### config.mk
export PLATFORM = sky130hd
export DESIGN_NAME = input_conditioner_flat
export DESIGN_NICKNAME = d
export VERILOG_FILES = /design/src/rtl/input_conditioner_if.sv /design/src/rtl/input_conditioner.sv /design/src/flat_wrapper.sv
export SDC_FILE = /design/constraint.sdc
export NUM_CORES = 1
export LEC_CHECK = 0
export ABC_CLOCK_PERIOD_IN_PS = 2100
export BUFFER_PORTS_ARGS = -buffer_cell sky130_fd_sc_hd__buf_2
export CAP_MARGIN = 20
export CORE_AREA = 5 5 59 82
export DETAILED_ROUTE_END_ITERATION = 6
export DIE_AREA = 0 0 64 87
export PLACE_DENSITY = 0.76
export SLEW_MARGIN = 0
export SYNTH_ARGS = -nofsm -noshare
export SYNTH_HDL_FRONTEND = slang
export SYNTH_SLANG_ARGS = --single-unit
### constraint.sdc
create_clock -name clock -period 2.1 [get_ports clock]
set_clock_uncertainty 0.05 [all_clocks]
set_input_delay 0 -clock clock [delete_from_list [all_inputs] [get_ports clock]]
set_output_delay 0 -clock clock [all_outputs]
set_load 0.01 [all_outputs]
### src/rtl/input_conditioner_if.sv
// -----------------------------------------------------------------------------
// input_conditioner_if
//   Bundles the signals between the input conditioner and the blocks around
//   it. The synchronized levels and walk_ack go into the conditioner. The
//   clean levels, pulses and the walk flag come out of it.
//
//   Modports:
//     master : surrounding logic (synchronizer / controller FSM side)
//     slave  : the input conditioner itself
//
//   Signals:
//     sensor_sync, wr_sync, prog_sync  synchronized raw levels
//     walk_ack                         FSM acknowledge for walk_pending
//     sensor_level, prog_level         debounced levels
//     sensor_rise, prog_pulse          one-cycle debounced rising-edge pulses
//     walk_pending                     sticky walk request
//     walk_count                       saturating walk count, present only
//                                      when WALK_COUNT_EN is defined
// -----------------------------------------------------------------------------
interface input_conditioner_if;
   logic       sensor_sync;
   logic       wr_sync;
   logic       prog_sync;
   logic       walk_ack;
   logic       sensor_level;
   logic       sensor_rise;
   logic       walk_pending;
   logic       prog_pulse;
   logic       prog_level;
`ifdef WALK_COUNT_EN
   logic [7:0] walk_count;
`endif

   modport master (
      output sensor_sync, wr_sync, prog_sync, walk_ack,
      input  sensor_level, sensor_rise, walk_pending, prog_pulse, prog_level
`ifdef WALK_COUNT_EN
      , input walk_count
`endif
   );

   modport slave (
      input  sensor_sync, wr_sync, prog_sync, walk_ack,
      output sensor_level, sensor_rise, walk_pending, prog_pulse, prog_level
`ifdef WALK_COUNT_EN
      , output walk_count
`endif
   );
endinterface

### src/rtl/input_conditioner.sv
// -----------------------------------------------------------------------------
// input_conditioner
//   Debounces the synchronized sensor, walk-request and reprogram levels for
//   the traffic light controller. Each channel has its own stability counter.
//   From the debounced levels the block builds registered rising-edge pulses
//   and a sticky walk-request flag. The FSM clears that flag with walk_ack.
//
//   Optional feature macro: WALK_COUNT_EN. When it is defined, the block adds
//   walk_count, an 8-bit saturating count of walk-request set events.
//
//   Parameters:
//     DEBOUNCE_CYCLES  consecutive differing samples needed to flip a level
//     CNT_W            debounce counter width (2^CNT_W > DEBOUNCE_CYCLES)
//
//   Ports:
//     clock    system clock, posedge
//     reset    synchronous, active-high
//     cond_if  input_conditioner_if.slave (levels in, clean signals out)
// -----------------------------------------------------------------------------

// Per-channel debouncer. level_o is the registered debounced level.
// rise_evt_o is combinational. It is high in the cycle whose closing edge
// moves the level 0->1, so the parent can register pulses on that same edge.
module ic_debounce #(
   parameter int DEBOUNCE_CYCLES = 16,
   parameter int CNT_W           = 16
) (
   input  logic clock,
   input  logic reset,
   input  logic in_i,
   output logic level_o,
   output logic rise_evt_o
);
   localparam logic [CNT_W-1:0] LAST = CNT_W'(DEBOUNCE_CYCLES - 1);

   logic             deb_q, deb_d;
   logic [CNT_W-1:0] cnt_q, cnt_d;

   always_comb begin
      deb_d = deb_q;
      cnt_d = cnt_q + CNT_W'(1);
      if (in_i == deb_q) begin
         cnt_d = '0;                 // any agreeing sample restarts the window
      end else if (cnt_q == LAST) begin
         deb_d = in_i;
         cnt_d = '0;
      end
   end

   always_ff @(posedge clock) begin
      if (reset) begin
         deb_q <= 1'b0;
         cnt_q <= '0;
      end else begin
         deb_q <= deb_d;
         cnt_q <= cnt_d;
      end
   end

   assign level_o    = deb_q;
   assign rise_evt_o = deb_d & ~deb_q;
endmodule

module input_conditioner #(
   parameter int DEBOUNCE_CYCLES = 16,
   parameter int CNT_W           = 16
) (
   input  logic                 clock,
   input  logic                 reset,
   input_conditioner_if.slave   cond_if
);
   // Lane map: 0 = sensor, 1 = walk request, 2 = reprogram
   localparam int NUM_LANES = 3;
   localparam int L_SENS    = 0;
   localparam int L_WR      = 1;
   localparam int L_PROG    = 2;

   logic [NUM_LANES-1:0] raw, lvl, rise_evt;

   assign raw = {cond_if.prog_sync, cond_if.wr_sync, cond_if.sensor_sync};

   genvar g;
   generate
      for (g = 0; g < NUM_LANES; g++) begin : g_lane
         ic_debounce #(
            .DEBOUNCE_CYCLES (DEBOUNCE_CYCLES),
            .CNT_W           (CNT_W)
         ) u_deb (
            .clock      (clock),
            .reset      (reset),
            .in_i       (raw[g]),
            .level_o    (lvl[g]),
            .rise_evt_o (rise_evt[g])
         );
      end
   endgenerate

   // The walk level is consumed only through its rise event.
   logic unused_wr_lvl;
   assign unused_wr_lvl = lvl[L_WR];

   logic sens_rise_q, prog_pulse_q, walk_q;
   logic sens_rise_d, prog_pulse_d, walk_d;

   always_comb begin
      sens_rise_d  = rise_evt[L_SENS];
      prog_pulse_d = rise_evt[L_PROG];
      // A set wins over a same-edge ack, so a fresh request is never dropped.
      walk_d       = rise_evt[L_WR] | (walk_q & ~cond_if.walk_ack);
   end

   always_ff @(posedge clock) begin
      if (reset) begin
         sens_rise_q  <= 1'b0;
         prog_pulse_q <= 1'b0;
         walk_q       <= 1'b0;
      end else begin
         sens_rise_q  <= sens_rise_d;
         prog_pulse_q <= prog_pulse_d;
         walk_q       <= walk_d;
      end
   end

   assign cond_if.sensor_level = lvl[L_SENS];
   assign cond_if.prog_level   = lvl[L_PROG];
   assign cond_if.sensor_rise  = sens_rise_q;
   assign cond_if.prog_pulse   = prog_pulse_q;
   assign cond_if.walk_pending = walk_q;

`ifdef WALK_COUNT_EN
   // Counts every set event, even while walk_pending is already high.
   // walk_ack does not clear it.
   logic [7:0] wcnt_q, wcnt_d;

   always_comb begin
      wcnt_d = wcnt_q;
      if (rise_evt[L_WR] && (wcnt_q != 8'hFF)) wcnt_d = wcnt_q + 8'd1;
   end

   always_ff @(posedge clock) begin
      if (reset) wcnt_q <= 8'd0;
      else       wcnt_q <= wcnt_d;
   end

   assign cond_if.walk_count = wcnt_q;
`endif
endmodule

### src/flat_wrapper.sv
// flat-port wrapper written by rule: the top's interface ports become plain ports
module input_conditioner_flat 
#(
   parameter int DEBOUNCE_CYCLES = 16,
   parameter int CNT_W           = 16
)
  (clock, reset, cond_if_sensor_sync, cond_if_wr_sync, cond_if_prog_sync, cond_if_walk_ack, cond_if_sensor_level, cond_if_sensor_rise, cond_if_walk_pending, cond_if_prog_pulse, cond_if_prog_level);
  input_conditioner_if cond_if_i ();
  input  logic clock;
  input  logic reset;
  input wire logic [$bits(cond_if_i.sensor_sync)-1:0] cond_if_sensor_sync;
  input wire logic [$bits(cond_if_i.wr_sync)-1:0] cond_if_wr_sync;
  input wire logic [$bits(cond_if_i.prog_sync)-1:0] cond_if_prog_sync;
  input wire logic [$bits(cond_if_i.walk_ack)-1:0] cond_if_walk_ack;
  output wire logic [$bits(cond_if_i.sensor_level)-1:0] cond_if_sensor_level;
  output wire logic [$bits(cond_if_i.sensor_rise)-1:0] cond_if_sensor_rise;
  output wire logic [$bits(cond_if_i.walk_pending)-1:0] cond_if_walk_pending;
  output wire logic [$bits(cond_if_i.prog_pulse)-1:0] cond_if_prog_pulse;
  output wire logic [$bits(cond_if_i.prog_level)-1:0] cond_if_prog_level;
  assign cond_if_i.sensor_sync = cond_if_sensor_sync;
  assign cond_if_i.wr_sync = cond_if_wr_sync;
  assign cond_if_i.prog_sync = cond_if_prog_sync;
  assign cond_if_i.walk_ack = cond_if_walk_ack;
  assign cond_if_sensor_level = cond_if_i.sensor_level;
  assign cond_if_sensor_rise = cond_if_i.sensor_rise;
  assign cond_if_walk_pending = cond_if_i.walk_pending;
  assign cond_if_prog_pulse = cond_if_i.prog_pulse;
  assign cond_if_prog_level = cond_if_i.prog_level;
  input_conditioner #(.DEBOUNCE_CYCLES(DEBOUNCE_CYCLES), .CNT_W(CNT_W)) u_core (.clock(clock), .reset(reset), .cond_if(cond_if_i));
endmodule
==> impl_metrics.tcl, run 1 <==
set metrics [dict create \
    drtPass1Iterations 4 \
    period_share 0.934 \
    worst_r2r_endpoint "u_core.g_lane[1].u_deb.level_o$_SDFF_PP0_" \
    yosysTopAreaCell "dfxtp_1" \
    grt_pass1_vias 1659 \
    cts_inserted_buffers 5 \
    critPathCaptureType "flip-flop" \
    drive_gt1_frac 0.0813 \
    hold_path_class "flip-flop to flip-flop" \
    layout_common_cells "nor2_1, dfxtp_1, xnor2_1" \
    start_util 0.562 \
    avgSynthCellArea_um2 8.89 \
    grtUsageTotal 0.164 \
    ctsResizeCount 0 \
    worstSetupPathType "flip-flop to flip-flop" \
    tightest_slew_ns 0.500 \
    powerDensity_mw_per_mm2 636 \
    drc 0 \
    drt-total-wl_um 4150 \
    start_kind "flip-flop" \
    worstSkewPairLatency_ns 0.30 \
    setup_tns_ns 0 \
    antenna_left 0 \
    clkTransAtPathRegs_ns 0.09 \
    syn-cell-area_mm2 0.00230 \
    r2r_start "u_core.g_lane[1].u_deb.cnt_q[0]$_SDFF_PP0_" \
    cts_tree "yes" \
    min_period_ns 1.96 \
    yosysTopAreaCellShare 0.470 \
    syn_inst 259 \
    syn-num-nets 268 \
    nets 291 \
    seq_area_frac_synth 0.470 \
    r2r_cells 6 \
    vias 1776 \
    whs_endpoint "u_core.cond_if.walk_pending$_SDFF_PP0_" \
    cp.arrival_ns 2.11 \
    fmax_ghz 0.510 \
    setup_ws_ns 0.138 \
    slew_violations 0 \
    die_y_um 87 \
    status "complete, no violations" \
    grt_setup_unrepaired "no" \
    p_leak_nw 0.832 \
    cp.required_ns 2.25 \
    die_area_mm2 0.00557 \
    hold_depth 2 \
    ctsHtreeMaxLevel 2 \
    portBuffers 10 \
    final_common_cell "nor2_1" \
    cts_buffer_depth 2 \
    hp-start "u_core.cond_if.walk_pending$_SDFF_PP0_" \
    setup_viol 0 \
    finalWeightedCongestion 0.800 \
    cts_sinks 54 \
    core-area_mm2 0.00410 \
    die_w_um 64 \
    n_fill_cell 349 \
    grt_start_max_net_pins 17 \
    yosys_warnings 0 \
    first_iter_violations 107 \
    cts_setup_buffers 0 \
    place_hpwl_um 2920 \
    root_buffer "clkbuf_8" \
    avgRoutedWirePerCell_um 12.7 \
    num_antenna_cells 0 \
    yosysUniqueCellTypes 25 \
    grt-ovfl-total 0 \
    io_pins 11 \
    ir_drop_v 0.000624 \
    cap_violations 0 \
    crit_start "u_core.g_lane[1].u_deb.cnt_q[0]$_SDFF_PP0_" \
    syn2layout_area_growth_pct 11.6 \
    drt-vias-per-instance 5.41 \
    rows 28 \
    worstPathMaxFanout 4 \
    fin_total_pwr_mw 1.63 \
    ys_ff_latch 54 \
    netlist_top_cells_area "dfxtp_1, xnor2_1, nor2_1" \
    finalHoldViolCount 0 \
    postCtsHoldBufs 7 \
    relSlewSlack 0.666 \
    grt_pass1_wl_um 7330 \
    antenna_found_initial 0 \
    rrSetupSlack_ns 0.14 \
    dp_slack_ns 0.340 \
]
==> worst max-delay path by stage <==
stage	endpoint	slack (ns)	cells after the start
6_report	u_core.g_lane[1].u_deb.level_o$_SDFF_PP0_	0.14	6
2_1_floorplan	u_core.cond_if.walk_pending$_SDFF_PP0_	0.48	5
5_1_grt	u_core.g_lane[1].u_deb.level_o$_SDFF_PP0_	0.006	6
3_3_place_gp	u_core.g_lane[2].u_deb.cnt_q[6]$_SDFF_PP0_	0.35	6
3_5_place_dp	u_core.g_lane[2].u_deb.cnt_q[3]$_SDFF_PP0_	0.34	6
4_1_cts	u_core.g_lane[1].u_deb.level_o$_SDFF_PP0_	0.15	6
==> kinds of logic (layout without fill, tap and decap cells) <==
kind of cell               after synthesis  count (layout)  share of synthesized area
and+or+nand+nor                        140             140                      0.305
buffers and inverters                   12              36                     0.0212
muxes                                    3               3                     0.0130
xor gates and xnor gates                44              44                      0.167
adders and majority gates                3               3                     0.0163
AOI/OAI and AO/OA                        3               3                    0.00761
DFF                                     54              54                      0.470
==> per-stage QoR <==
step                      cell area, um2  cells  utilization  hold WS, ns
after detailed placement            2410    313        0.589        0.223
after global placement              2410    313        0.589        0.223
after global routing                2570    328        0.627        0.441
after floorplan                     2300    259            -       0.0939
final                               2570    328        0.627        0.415
after CTS                           2570    328        0.627        0.419
==> Yosys cell counts <==
library cell	number
a21oi_1	2
nand4_1	9
xor2_1	4
nor3_1	14
ha_1	3
inv_1	8
xnor2_1	40
or4_1	1
dfxtp_1	54
nand3_1	15
nand4b_1	2
or3b_2	1
clkbuf_1	1
nor2_1	55
nand2_1	12
nor4b_1	2
nand4_4	1
nand2b_1	1
and3_2	1
o31ai_1	1
and3_1	4
or2_0	1
nor4_1	21
buf_2	3
mux2i_1	3
==> sequential cells by signal, indices dropped and copies added (netlist names) <==
name	count
u_core.g_lane.u_deb.cnt_q	48
u_core.g_lane.u_deb.level_o	3
u_core.cond_if.prog_pulse	1
u_core.cond_if.sensor_rise	1
u_core.cond_if.walk_pending	1
==> critical path, cell delays in order (launching register included) <==
cell and delay [ns]:
dfxtp_1 0.38, ha_1 0.23, and3_1 0.21, nand4_1 0.17, mux2i_1 0.19, nor2_1 0.05
dlygate4sd3_1 0.56
==> area by class of cell <==
cell class              count  area (um2)  share of cell area
multi-input cells         193        1170               0.456
clock inverters             2        13.8             0.00536
clock buffers               6        72.6              0.0283
repair buffers             20         143              0.0555
well taps                  45        56.3              0.0219
flip-flops and latches     54        1080               0.421
inverters                   8        30.0              0.0117
==> routing by layer <==
layer | wire, um | vias to the layer above | part of all wire | global-route usage
met3 | 106 | 5 | 0.026 | 0.0362
li1 | - | 937 | - | -
met5 | 0 | - | 0 | 0
met4 | 85 | 0 | 0.020 | 0.0737
met1 | 1910 | 817 | 0.46 | 0.192
met2 | 2050 | 17 | 0.49 | 0.280
==> report_power, final <==
group / switching [mW] / internal, mW
Combinational: 0.0258 / 0.0200
Sequential: 0.00528 / 1.03
Clock: 0.319 / 0.236
Power figures use the tool's default switching activity.
==> run 2, diff against run 1 <==
- ABC_AREA: default -> 1
- ABC_CLOCK_PERIOD_IN_PS: 2100 -> 2400
- CORE_AREA: 5 5 59 82 -> 5 5 77 107
- DIE_AREA: 0 0 64 87 -> 0 0 82 112
- PLACE_DENSITY: 0.76 -> default
- clock period: 2.1 -> 2.4 ns (I/O delays scaled with it)
==> impl_metrics.tcl, run 2 <==
set metrics [dict create \
    layout_common_cells "nand2_1, nor2_1, dfxtp_1" \
    die_y_um 112 \
    cp.required_ns 2.61 \
    ys_ff_latch 54 \
    hold_depth 3 \
    grt_pass1_vias 2211 \
    top_register "u_core.g_lane.u_deb.cnt_q" \
    yosys_warnings 0 \
    crit_chain "ha_1 > nand2_1 > nor2_1 > nand3_1 > nor2_1 > nand4_1 > nand2_1 > dlygate4sd3_1" \
    grt_pass1_wl_um 9370 \
    start_kind "flip-flop" \
    antenna_found_initial 0 \
    critPathSlowestCell "dlygate4sd3_1" \
    rows 37 \
    syn_inst 393 \
    async_reset_ff_frac 0 \
    final_common_cell "nand2_1" \
    setup_tns_ns 0 \
    yosysTopAreaCellShare 0.392 \
    rrSetupSlack_ns 0.51 \
    fmax_ghz 0.529 \
    hp-start "reset" \
    seq_area_frac_synth 0.392 \
    stdcell_area_mm2 0.00305 \
    antenna_left 0 \
    cts_tree "yes" \
    drive_gt1_frac 0.154 \
    cts_inserted_buffers 5 \
    grt_start_max_net_pins 17 \
    io_pins 11 \
    ir_drop_v 0.000348 \
    avgRoutedWirePerCell_um 10.2 \
    yosysUniqueCellTypes 26 \
    whs_ns 0.396 \
    r2r_start "u_core.g_lane[1].u_deb.cnt_q[0]$_SDFF_PP0_" \
    cap_violations 0 \
    largest_register_ff_count 48 \
    syn-cell-area_mm2 0.00276 \
    netlist_top_cells_area "dfxtp_1, nand2_1, nor2_1" \
    worst_r2r_endpoint "u_core.cond_if.walk_pending$_SDFF_PP0_" \
    yosysTopAreaCell "dfxtp_1" \
    status "complete, no violations" \
    relSlewSlack 0.714 \
    critPathCaptureType "flip-flop" \
    finalHoldViolCount 0 \
    cts_setup_buffers 0 \
    nets 423 \
    ctsHtreeMaxLevel 2 \
    ys.flop_type "dfxtp_1" \
    first_iter_violations 72 \
    grt_setup_unrepaired "no" \
    critPathMaxStageDelay_ns 0.53 \
    drtPass1Iterations 4 \
    worstPathMaxFanout 4 \
    place_hpwl_um 3940 \
    whs_endpoint "u_core.g_lane[0].u_deb.level_o$_SDFF_PP0_" \
    tightest_slew_ns 0.428 \
    vias 2368 \
    period_share 0.787 \
    grtUsageTotal 0.128 \
    n_fill_cell 782 \
    setup_viol 0 \
    drt-vias-per-instance 4.63 \
    die_w_um 82 \
    synth-edff-count 0 \
    syn2layout_area_growth_pct 10.6 \
    worstSkewPairLatency_ns 0.30 \
    place_area_mm2 0.00289 \
    drt-total-wl_um 5240 \
    postCtsHoldBufs 7 \
    yosysMostFrequentCell "nand2_1" \
    clkTransAtPathRegs_ns 0.09 \
    cp.arrival_ns 2.10 \
    worstSetupPathType "flip-flop to flip-flop" \
    start_util 0.381 \
    ctsResizeCount 0 \
    root_buffer "clkbuf_8" \
    hold_path_class "input pin to flip-flop" \
    slew_violations 0 \
    avgSynthCellArea_um2 7.01 \
    powerDensity_mw_per_mm2 485 \
    syn-num-nets 402 \
    cts_sinks 54 \
    die_area_mm2 0.00918 \
    core-area_mm2 0.00722 \
    portBuffers 10 \
    cts_buffer_depth 2 \
    finalWeightedCongestion 0.776 \
    num_antenna_cells 0 \
    min_period_ns 1.89 \
    fin_total_pwr_mw 1.48 \
    p_leak_nw 1.07 \
    drc 0 \
    r2r_cells 8 \
    synth_common_cells "nand2_1, nor2_1, dfxtp_1" \
    grt-ovfl-total 0 \
]
run 2: changes by cell type after synthesis, moves of 21 or more:
cell / delta
xnor2_1: -35
nor4_1: -21
nor2_2: +21
nand2_1: +80
inv_1: +33
run 2: worst max-delay path, delay by kind of cell (launching register included):
family,cells,cell delay [ns]
buf+inv,1,0.53
fa+ha+maj,1,0.22
flops,1,0.40
simple gates,6,0.62
run 2: layer usage:
layer  part of all wire  GRT usage  vias up
met3              0.019     0.0243        7
li1                   -          -     1280
met1               0.46      0.153     1061
met2               0.50      0.221       20
met5                  0          0        -
met4              0.021     0.0499        0
run 2: logic make-up (layout without fill, tap and decap cells):
logic type,Yosys count,in the layout,share of synthesized area
AO/OA/AOI/OAI,35,35,0.0740
XOR/XNOR,15,15,0.0477
adder cells (fa/ha/maj),3,3,0.0136
buffers and inverters,45,67,0.0722
flip-flops,54,54,0.392
AND/OR/NAND/NOR,241,241,0.400
run 2: worst max-delay path by stage:
stage                                            endpoint  cells past startpoint                                  startpoint  slack, ns
3_3_place_gp   u_core.g_lane[1].u_deb.cnt_q[2]$_SDFF_PP0_                      6  u_core.g_lane[1].u_deb.cnt_q[0]$_SDFF_PP0_       0.87
4_1_cts            u_core.cond_if.walk_pending$_SDFF_PP0_                      8  u_core.g_lane[1].u_deb.cnt_q[0]$_SDFF_PP0_       0.51
2_1_floorplan  u_core.g_lane[0].u_deb.cnt_q[6]$_SDFF_PP0_                      7  u_core.g_lane[0].u_deb.cnt_q[0]$_SDFF_PP0_       1.04
5_1_grt            u_core.cond_if.walk_pending$_SDFF_PP0_                      8  u_core.g_lane[1].u_deb.cnt_q[0]$_SDFF_PP0_       0.30
6_report           u_core.cond_if.walk_pending$_SDFF_PP0_                      8  u_core.g_lane[1].u_deb.cnt_q[0]$_SDFF_PP0_       0.51
3_5_place_dp   u_core.g_lane[1].u_deb.cnt_q[2]$_SDFF_PP0_                      6  u_core.g_lane[1].u_deb.cnt_q[0]$_SDFF_PP0_       0.81
run 2: per-stage QoR:
| step | worst slack, ns | util | std cells |
|---|---|---|---|
| 6_report | 0.510 | 0.422 | 512 |
| 5_1_grt | 0.297 | 0.422 | 512 |
| 4_1_cts | 0.510 | 0.422 | 512 |
| 3_5_place_dp | 0.812 | 0.400 | 497 |
| 3_3_place_gp | 0.865 | 0.400 | 497 |
| 2_1_floorplan | 1.04 | - | 393 |
run 2: final cells by class:
| cell class | count | area, um2 | share of cell area |
|---|---|---|---|
| Multi-Input combinational cell | 294 | 1480 | 0.484 |
| Sequential cell | 54 | 1080 | 0.355 |
| Inverter | 42 | 158 | 0.0517 |
| Tap cell | 97 | 121 | 0.0398 |
| Timing Repair Buffer | 17 | 120 | 0.0394 |
| Clock buffer | 7 | 86.3 | 0.0283 |
| Clock inverter | 1 | 5.00 | 0.00164 |
run 2: power by group:
group          switching, mW  leakage [nW]  total [mW]  internal [mW]
combinational         0.0299         0.590      0.0466         0.0166
sequential           0.00486         0.436       0.905          0.900
clock                  0.293        0.0482       0.526          0.234
total                  0.327          1.07        1.48           1.15
